==> src/rtl/tdc_result_packer.sv <==
// ---------------------------------------------------------------------------
// tdc_result_packer
//
// Captures each merged TDC word {Coarse, StartEdge, StopEdge} on the rising
// edge of the merging stage's done pulse. The word is held in a small FIFO
// and sent out as a framed byte stream over a valid/ready byte interface:
//
//     HEADER, data bytes (most significant first), XOR checksum of data bytes
//
// The FIFO absorbs bursts while the byte link (UART transmitter) is busy.
// When the FIFO is full and no word leaves it, an arriving word is dropped
// and counted.
//
// Ports
//   clk           in   1           system clock (same domain as merging stage)
//   rst           in   1           asynchronous reset, active-high
//   done_i        in   1           merging-stage done; data_i valid this cycle
//   data_i        in   DIG_OUT     merged word {Coarse, StartEdge, StopEdge}
//   byte_o        out  8           serialized byte (registered)
//   byte_valid_o  out  1           byte_o valid (registered)
//   byte_ready_i  in   1           sink takes byte_o when high with byte_valid_o
//   fifo_count_o  out  FIFO_AW+1   words currently stored
//   overflow_o    out  1           sticky, at least one word dropped
//   drop_count_o  out  8           dropped words, saturating at 255
//   clr_ovf_i     in   1           synchronous clear of overflow_o/drop_count_o
// ---------------------------------------------------------------------------
module tdc_result_packer #(
    parameter int          DIG_OUT = 32,
    parameter int          NBYTES  = 4,
    parameter int          FIFO_AW = 3,
    parameter logic [7:0]  HEADER  = 8'hA5
) (
    input  logic                 clk,
    input  logic                 rst,
    input  logic                 done_i,
    input  logic [DIG_OUT-1:0]   data_i,
    output logic [7:0]           byte_o,
    output logic                 byte_valid_o,
    input  logic                 byte_ready_i,
    output logic [FIFO_AW:0]     fifo_count_o,
    output logic                 overflow_o,
    output logic [7:0]           drop_count_o,
    input  logic                 clr_ovf_i
);

    localparam int FW = 8 * NBYTES;
    localparam int IW = (NBYTES > 1) ? $clog2(NBYTES) : 1;

    localparam logic [FIFO_AW:0]   DEPTH_C = {1'b1, {FIFO_AW{1'b0}}};
    localparam logic [FIFO_AW:0]   CNT_ONE = 1;
    localparam logic [FIFO_AW-1:0] PTR_ONE = 1;
    localparam logic [IW-1:0]      IDX_ONE = 1;
    localparam logic [IW-1:0]      IDX_TOP = IW'(NBYTES - 1);

    typedef enum logic [1:0] {
        IDLE,
        HDR,
        DATA,
        CHK
    } state_t;

    state_t              state;
    logic                done_q;
    logic [DIG_OUT-1:0]  mem [1 << FIFO_AW];
    logic [FIFO_AW-1:0]  wr_ptr;
    logic [FIFO_AW-1:0]  rd_ptr;
    logic [FW-1:0]       word_q;
    logic [IW-1:0]       idx;
    logic [IW-1:0]       next_idx;
    logic [7:0]          chk;
    logic [7:0]          cur_byte;

    logic push;
    logic pop;
    logic full;
    logic empty;
    logic push_ok;
    logic drop;
    logic xfer;

    // Only the rising edge of done counts, so a done held high for several
    // cycles still stores exactly one word.
    assign push  = done_i & ~done_q;
    assign full  = (fifo_count_o == DEPTH_C);
    assign empty = (fifo_count_o == '0);

    // The serializer pulls a word whenever it sits in IDLE with data waiting.
    // Because the count is registered, a word pushed into an empty FIFO is not
    // visible to IDLE until the following cycle.
    assign pop     = (state == IDLE) & ~empty;
    assign push_ok = push & (~full | pop);
    assign drop    = push & full & ~pop;

    assign xfer     = byte_valid_o & byte_ready_i;
    assign next_idx = idx - IDX_ONE;
    assign cur_byte = word_q[{idx, 3'b000} +: 8];

    // Delayed copy of done for rising-edge detection.
    always_ff @(posedge clk or posedge rst) begin
        if (rst) begin
            done_q <= 1'b0;
        end else begin
            done_q <= done_i;
        end
    end

    // FIFO storage has no reset; only the pointers and count define content.
    always_ff @(posedge clk) begin
        if (push_ok) begin
            mem[wr_ptr] <= data_i;
        end
    end

    // FIFO pointers and occupancy. A push and a pop in the same cycle leave
    // the count unchanged, which is what lets a full FIFO accept a new word
    // in the cycle the serializer takes one out.
    always_ff @(posedge clk or posedge rst) begin
        if (rst) begin
            wr_ptr       <= '0;
            rd_ptr       <= '0;
            fifo_count_o <= '0;
        end else begin
            if (push_ok) begin
                wr_ptr <= wr_ptr + PTR_ONE;
            end
            if (pop) begin
                rd_ptr <= rd_ptr + PTR_ONE;
            end
            if (push_ok && !pop) begin
                fifo_count_o <= fifo_count_o + CNT_ONE;
            end else if (!push_ok && pop) begin
                fifo_count_o <= fifo_count_o - CNT_ONE;
            end
        end
    end

    // Drop bookkeeping. A clear that coincides with a drop leaves exactly one
    // drop recorded, so the new loss is never hidden by the clear.
    always_ff @(posedge clk or posedge rst) begin
        if (rst) begin
            overflow_o   <= 1'b0;
            drop_count_o <= 8'd0;
        end else if (clr_ovf_i) begin
            overflow_o   <= drop;
            drop_count_o <= drop ? 8'd1 : 8'd0;
        end else if (drop) begin
            overflow_o <= 1'b1;
            if (drop_count_o != 8'hFF) begin
                drop_count_o <= drop_count_o + 8'd1;
            end
        end
    end

    // Frame serializer. byte_o/byte_valid_o are loaded with the next byte at
    // the same edge that accepts the current one, so the outputs stay
    // registered and simply hold while the sink stalls. The checksum byte is
    // formed from the running XOR plus the last data byte at that edge.
    always_ff @(posedge clk or posedge rst) begin
        if (rst) begin
            state        <= IDLE;
            byte_o       <= 8'd0;
            byte_valid_o <= 1'b0;
            word_q       <= '0;
            idx          <= '0;
            chk          <= 8'd0;
        end else begin
            case (state)
                IDLE: begin
                    byte_valid_o <= 1'b0;
                    if (pop) begin
                        word_q       <= FW'(mem[rd_ptr]);
                        chk          <= 8'd0;
                        byte_o       <= HEADER;
                        byte_valid_o <= 1'b1;
                        state        <= HDR;
                    end
                end
                HDR: begin
                    if (xfer) begin
                        idx    <= IDX_TOP;
                        byte_o <= word_q[FW-1 -: 8];
                        state  <= DATA;
                    end
                end
                DATA: begin
                    if (xfer) begin
                        chk <= chk ^ cur_byte;
                        if (idx == '0) begin
                            byte_o <= chk ^ cur_byte;
                            state  <= CHK;
                        end else begin
                            idx    <= next_idx;
                            byte_o <= word_q[{next_idx, 3'b000} +: 8];
                        end
                    end
                end
                CHK: begin
                    if (xfer) begin
                        byte_o       <= 8'd0;
                        byte_valid_o <= 1'b0;
                        state        <= IDLE;
                    end
                end
                default: begin
                    state        <= IDLE;
                    byte_valid_o <= 1'b0;
                end
            endcase
        end
    end

endmodule

==> config.mk <==
export PLATFORM = sky130hd
export DESIGN_NAME = tdc_result_packer
export DESIGN_NICKNAME = d
export VERILOG_FILES = /design/src/rtl/tdc_result_packer.sv
export SDC_FILE = /design/constraint.sdc
export NUM_CORES = 1
export LEC_CHECK = 0
export BUFFER_PORTS_ARGS = -buffer_cell sky130_fd_sc_hd__buf_2
export CORE_ASPECT_RATIO = 1.2
export CORE_UTILIZATION = 44
export CTS_CLUSTER_SIZE = 25
export DETAILED_ROUTE_END_ITERATION = 16
export PLACE_DENSITY = 0.61
export SLEW_MARGIN = 20
export SYNTH_ARGS = -nofsm -noshare
export SYNTH_HDL_FRONTEND = slang
export SYNTH_SLANG_ARGS = --single-unit
==> constraint.sdc <==
create_clock -name clk -period 5.35 [get_ports clk]
set_clock_uncertainty 0.15 [all_clocks]
set_input_delay 0.8025 -clock clk [delete_from_list [all_inputs] [get_ports clk]]
set_output_delay 0.8025 -clock clk [all_outputs]
set_load 0.03 [all_outputs]
* After elaboration in Yosys (flattened, before gate mapping) *
Memory sizes are Yosys's and may differ from the RTL's. A register that Yosys moved wholly into a read port is not among the register bits.
Index checks and enable logic that the tools add are counted.

cells by class
  $add $sub $neg = 6
  eq/ne operators = 11
  shifts and indexed selects = 2
  multiplexer cells = 32
  bitwise gates (word level) = 12
  reduce and logical (&&, ||, !) cells = 20

operators with widths
  cell                                                           count
  8-bit two-way mux                                              10
  32-bit by 6-bit indexed part select with 8-bit output          2
  8-bit case mux with 4 select lines                             1
  2-bit two-way mux                                              8
  8-bit case mux with 2 select lines                             1
  2-bit != test, second input constant                           6
  2-bit nonzero test                                             6
  8-bit by 1-bit adder with 8-bit output, second input constant  1
  4-bit two-way mux                                              2
  8-bit != test, second input constant                           1
  2-bit case mux with 4 select lines                             1
  4-bit AND reduction                                            2
  8-bit XOR                                                      1
  1-bit two-way mux                                              7
  3-bit by 1-bit adder with 3-bit output, second input constant  2
  1-bit bitwise AND                                              6
  2-bit AND reduction                                            3
  5-bit AND reduction                                            1
  4-bit by 1-bit adder with 4-bit output, second input constant  1
  2-bit equality test, second input constant                     2
  4-bit equality test, second input constant                     1
  2-bit logical NOT                                              2
  4-bit logical NOT                                              1
  1-bit NOT                                                      4
  other kinds (9)                                                11

storage, ports and cells
  register bits = 41
  memory bits (writable) = 256
  bits of input ports = 37
  output and inout port bits = 22
  word-level logic and storage cells = 95
  memories = 1

memories
  memory  depth  width  rd ports  clocked after Yosys merged registers in  write ports  line  RTL
  mem     8      32     1         1                                        1            64    logic [DIG_OUT-1:0] mem [1 << FIFO_AW];

* Depth between registers and ports, before layout *
  word-level depth = 9
  mapped depth = 13
  gate-level depth less buffers = 11

* Worst setup path after synthesis *
No wires, ideal clock.

  path kind = register to register
  from = reg state[0]
  to = mem mem[0][0], enable pin
  library setup time = 461 ps
  arrival = 3,717 ps
  data required time = 4,739 ps
  setup slack = 1,022 ps
  stages on the path, launching flop included = 9
  path buffers = 2
  period minus slack after synthesis = 4,328 ps
  cell sequence = dfrtp_1 > inv_1 > ha_1 > clkbuf_1 > nand2b_1 > o21ba_2 > clkbuf_1 > nand2b_1 > nor3_1

between the ends
  longest elaborated chain between the ends = 6

ends and longest elaborated chain
  element                                  line  RTL
  from (decl)                              62    state_t state;
  from (signal assigned)                   160   state <= IDLE;
  from (signal assigned)                   175   state <= HDR;
  from (signal assigned)                   182   state <= DATA;
  2-bit logical NOT                        90    assign pop = (state == IDLE) & ~empty;
  1-bit bitwise AND                        90
  1-bit bitwise OR                         91    assign push_ok = push & (~full | pop);
  1-bit bitwise AND                        91
  via push_ok                              77    logic push_ok;
  1-bit two-way mux                        109   if (push_ok) begin
  1-bit two-way mux (implied by the code)  110   mem[wr_ptr] <= data_i;
  to (decl)                                64

The timed path passes the listed nets, and every way through them passes these cells.

* Worst setup path in the final report *
  from = reg state[1]
  to = mem mem[0][9], enable pin

between the ends
  longest elaborated chain between the ends = 6

ends and longest elaborated chain
  element                                  line
  2-bit logical NOT                        90
  1-bit bitwise AND                        90
  1-bit bitwise OR                         91
  1-bit bitwise AND                        91
  1-bit two-way mux                        109
  1-bit two-way mux (implied by the code)  110

No other way between the ends.

==> results.json <==
{
  "busiest_layer": "met2",
  "rsz0062_at_grt": "false",
  "synthFlopType": "edfxtp_1",
  "drive_gt1_share_pct": 26.12,
  "power.leakage_nw": 5.420,
  "yosys-mux-area-fraction_pct": 15.98,
  "grt_pass1_wl_mm": 42.38,
  "async_flop_share_pct": 22.19,
  "synth_edf_count": 256,
  "clock_tree.root_cell": "clkbuf_16",
  "fmaxAchievable_ghz": 0.2814,
  "nets": 876,
  "r2r_start": "state[1]",
  "grt_pass1_vias": 7219,
  "path_delay_family": "simple AND/OR/NAND/NOR gates",
  "path_cells": "inv_1 -> ha_1 -> nand2b_1 -> o21ba_2 -> nand2b_1 -> nor3_2 -> buf_12",
  "grtUsageMet1_pct": 23.57,
  "grt_use_met2_pct": 31.35,
  "die-width_um": 161.2,
  "cts_resized": 0,
  "reg2reg_depth": 7,
  "crit_top_cell": "nand2b_1",
  "htree_levels": 2,
  "synthAdderAreaFrac_pct": 1.179,
  "cp_data_required_time_ps": 5400,
  "maxCapViolCount": 0,
  "hpwl_mm": 16.98,
  "timing.final.crit_share_pct": 66.42,
  "setup_tns_ps": 0,
  "vias": 6988,
  "slew_violations": 0,
  "clock_sinks": 329,
  "viasPerCell": 5.631,
  "hp-start": "done_i",
  "synth_xor_area_share_pct": 0.9822,
  "holdPathStages": 1,
  "synth-simple-area-share_pct": 3.966,
  "timing_worst_setup_path_type": "register to register",
  "crit_buf_inv": 2,
  "track_usage_pct": 18.05,
  "ant_nets": 0,
  "synth_cells": 758,
  "insertion_delay_ps": 510,
  "clk_path_buf_depth": 3,
  "start_util_pct": 44.91,
  "antenna_found_initial": 1,
  "rows": 69,
  "core_sq_um": 29780,
  "io_pins": 59,
  "hp-class": "primary input to register",
  "crit_path_start_kind": "register",
  "area_delta_synth_final_pct": 15.03,
  "synth_nets": 807,
  "use_met3_pct": 2.888,
  "ys_seq_area_share_pct": 71.13,
  "grt_max_degree": 70,
  "drtIter0Drc": 615,
  "cp-end-kind": "register",
  "relSlewSlack_pct": 27.66,
  "drc": 0,
  "cts.clk_slew.worst_paths_ps": 60,
  "cts_setup_buffers": 0,
  "min_period_ps": 3554,
  "synth_compound_area_share_pct": 5.229,
  "layout_common_cells": "edfxtp_1, mux4_2, dfrtp_1",
  "syn_area_sq_um": 13380,
  "place_congestion": 0.8080,
  "synth_cell_type_count": 49,
  "powerDensity_nw_per_um2": 544.2,
  "drt_pre_antenna_iters": 5,
  "path_max_fanout": 24,
  "grt_overflow_total": 0,
  "worst_pin_slew_ps": 1079,
  "synth_top_family_by_area": "multiplexers",
  "stdcell_count": 1241,
  "critPathSlowestCell": "nor3_2",
  "hold_violations": 0,
  "setup_viol": 0,
  "placed_cells": 1176,
  "wl_per_cell_um": 21.86,
  "die_area_sq_um": 31100,
  "io_buffers": 58,
  "ir_worst_vdd_uv": 351.6,
  "cts.hold.buffers_added": 0,
  "layout_commonest_cell": "edfxtp_1",
  "status": "completed",
  "critPathMaxStageDelay_ps": 880,
  "cp.depth": 7,
  "cts_tree": "done",
  "yosys_warnings": 0,
  "die_h_um": 193.0,
  "drt_wl_total_mm": 27.13,
  "avgSynthCellArea_sq_um": 17.65,
  "crit_start": "state[1]",
  "synth-seq-cells": 329,
  "cts_made_buffers": 36,
  "cp.arrival_ps": 3600
}
stage by stage:
stage,total power [W],hold slack (ps),worst slack [ps],util [%],area [sq um]
2_1_floorplan,0.005338,310.0,1022,-,13380
3_3_place_gp,0.006026,317.2,2002,47.49,14140
3_5_place_dp,0.006109,320.7,1779,47.62,14180
4_1_cts,0.008449,253.5,1769,51.34,15290
5_1_grt,0.008823,254.6,1547,51.65,15380
6_report,0.008373,269.0,1796,51.66,15390
state kept, by name, indices dropped and copies added, names as in the netlist:
signal,flops
state,2
wr_ptr,3
idx,2
word_q,32
mem,256
chk,8
overflow_o,1
byte_o,8
byte_valid_o,1
drop_count_o,8
fifo_count_o,4
done_q,1
rd_ptr,3
cells in the mapped netlist (all sizes together) (2+ instances only):
master | count | area share (%)
a211oi | 8 | 0.45
a21o | 2 | 0.11
a21oi | 13 | 0.49
a222oi | 3 | 0.22
a22o | 7 | 0.46
a22oi | 4 | 0.22
a31oi | 5 | 0.23
buf | 16 | 0.52
clkbuf | 24 | 0.67
dfrtp | 73 | 14
edfxtp | 256 | 57
ha | 11 | 1.0
inv | 12 | 0.34
mux2 | 14 | 1.2
mux2i | 38 | 2.8
mux4 | 71 | 12
nand2 | 52 | 1.5
nand2b | 6 | 0.28
nand3 | 9 | 0.34
nand4 | 2 | 0.094
nor2 | 22 | 0.62
nor3 | 6 | 0.22
nor4 | 3 | 0.14
nor4b | 2 | 0.13
o2111ai | 2 | 0.13
o211ai | 3 | 0.17
o21ai | 54 | 2.0
o311ai | 2 | 0.13
o31ai | 2 | 0.11
or3 | 5 | 0.23
or4 | 2 | 0.11
xnor2 | 9 | 0.59
xor2 | 6 | 0.39
kinds of logic after synthesis:
family	count (synthesis)
flops	329
mux	123
simple gates	115
compound gates	112
buf+inv	52
xor+xnor	15
fa+ha+maj	12
power by group:
part / switching [W] / leakage (nW) / internal (W)
clock network: 0.000951 / 0.547 / 0.00138
logic: 0.00132 / 1.65 / 0.00115
registers: 0.000430 / 3.22 / 0.00315
total: 0.00270 / 5.42 / 0.00568
layout make-up:
type                    count  area (sq um)
fillers                  2422         14400
clock buffers              47         972.2
repair buffers             71         485.5
diodes                      1         2.502
clock inverters            14         135.1
multi-input cells         377          3737
flip-flops and latches    329          9520
well taps                 390         488.0
inverters                  12         45.04
metal layers:
layer | part of all wire [%] | routed length [um]
met5 | 0 | 0
met2 | 51 | 13910
met1 | 43 | 11590
met3 | 3.8 | 1028
met4 | 2.2 | 599
path summary, 6_finish.rpt:
| path | to | slack [ps] |
|---|---|---|
| setup / recovery | mem[0][9] | 1800 |
| hold / removal | done_q | 270 |
| setup reg to reg | mem[0][9] | 1800 |
| hold reg to reg | overflow_o | 330 |
| max in group asynchronous | chk[7] | 3740 |
| min in group asynchronous | overflow_o | 320 |
worst reg2reg max path: stages, from the launching register on:
cell	delay, ps
dfrtp_1	410
inv_1	100
ha_1	650
nand2b_1	260
o21ba_2	240
nand2b_1	240
nor3_2	880
buf_12	300
No activity file was read; power rests on OpenSTA's default activity.
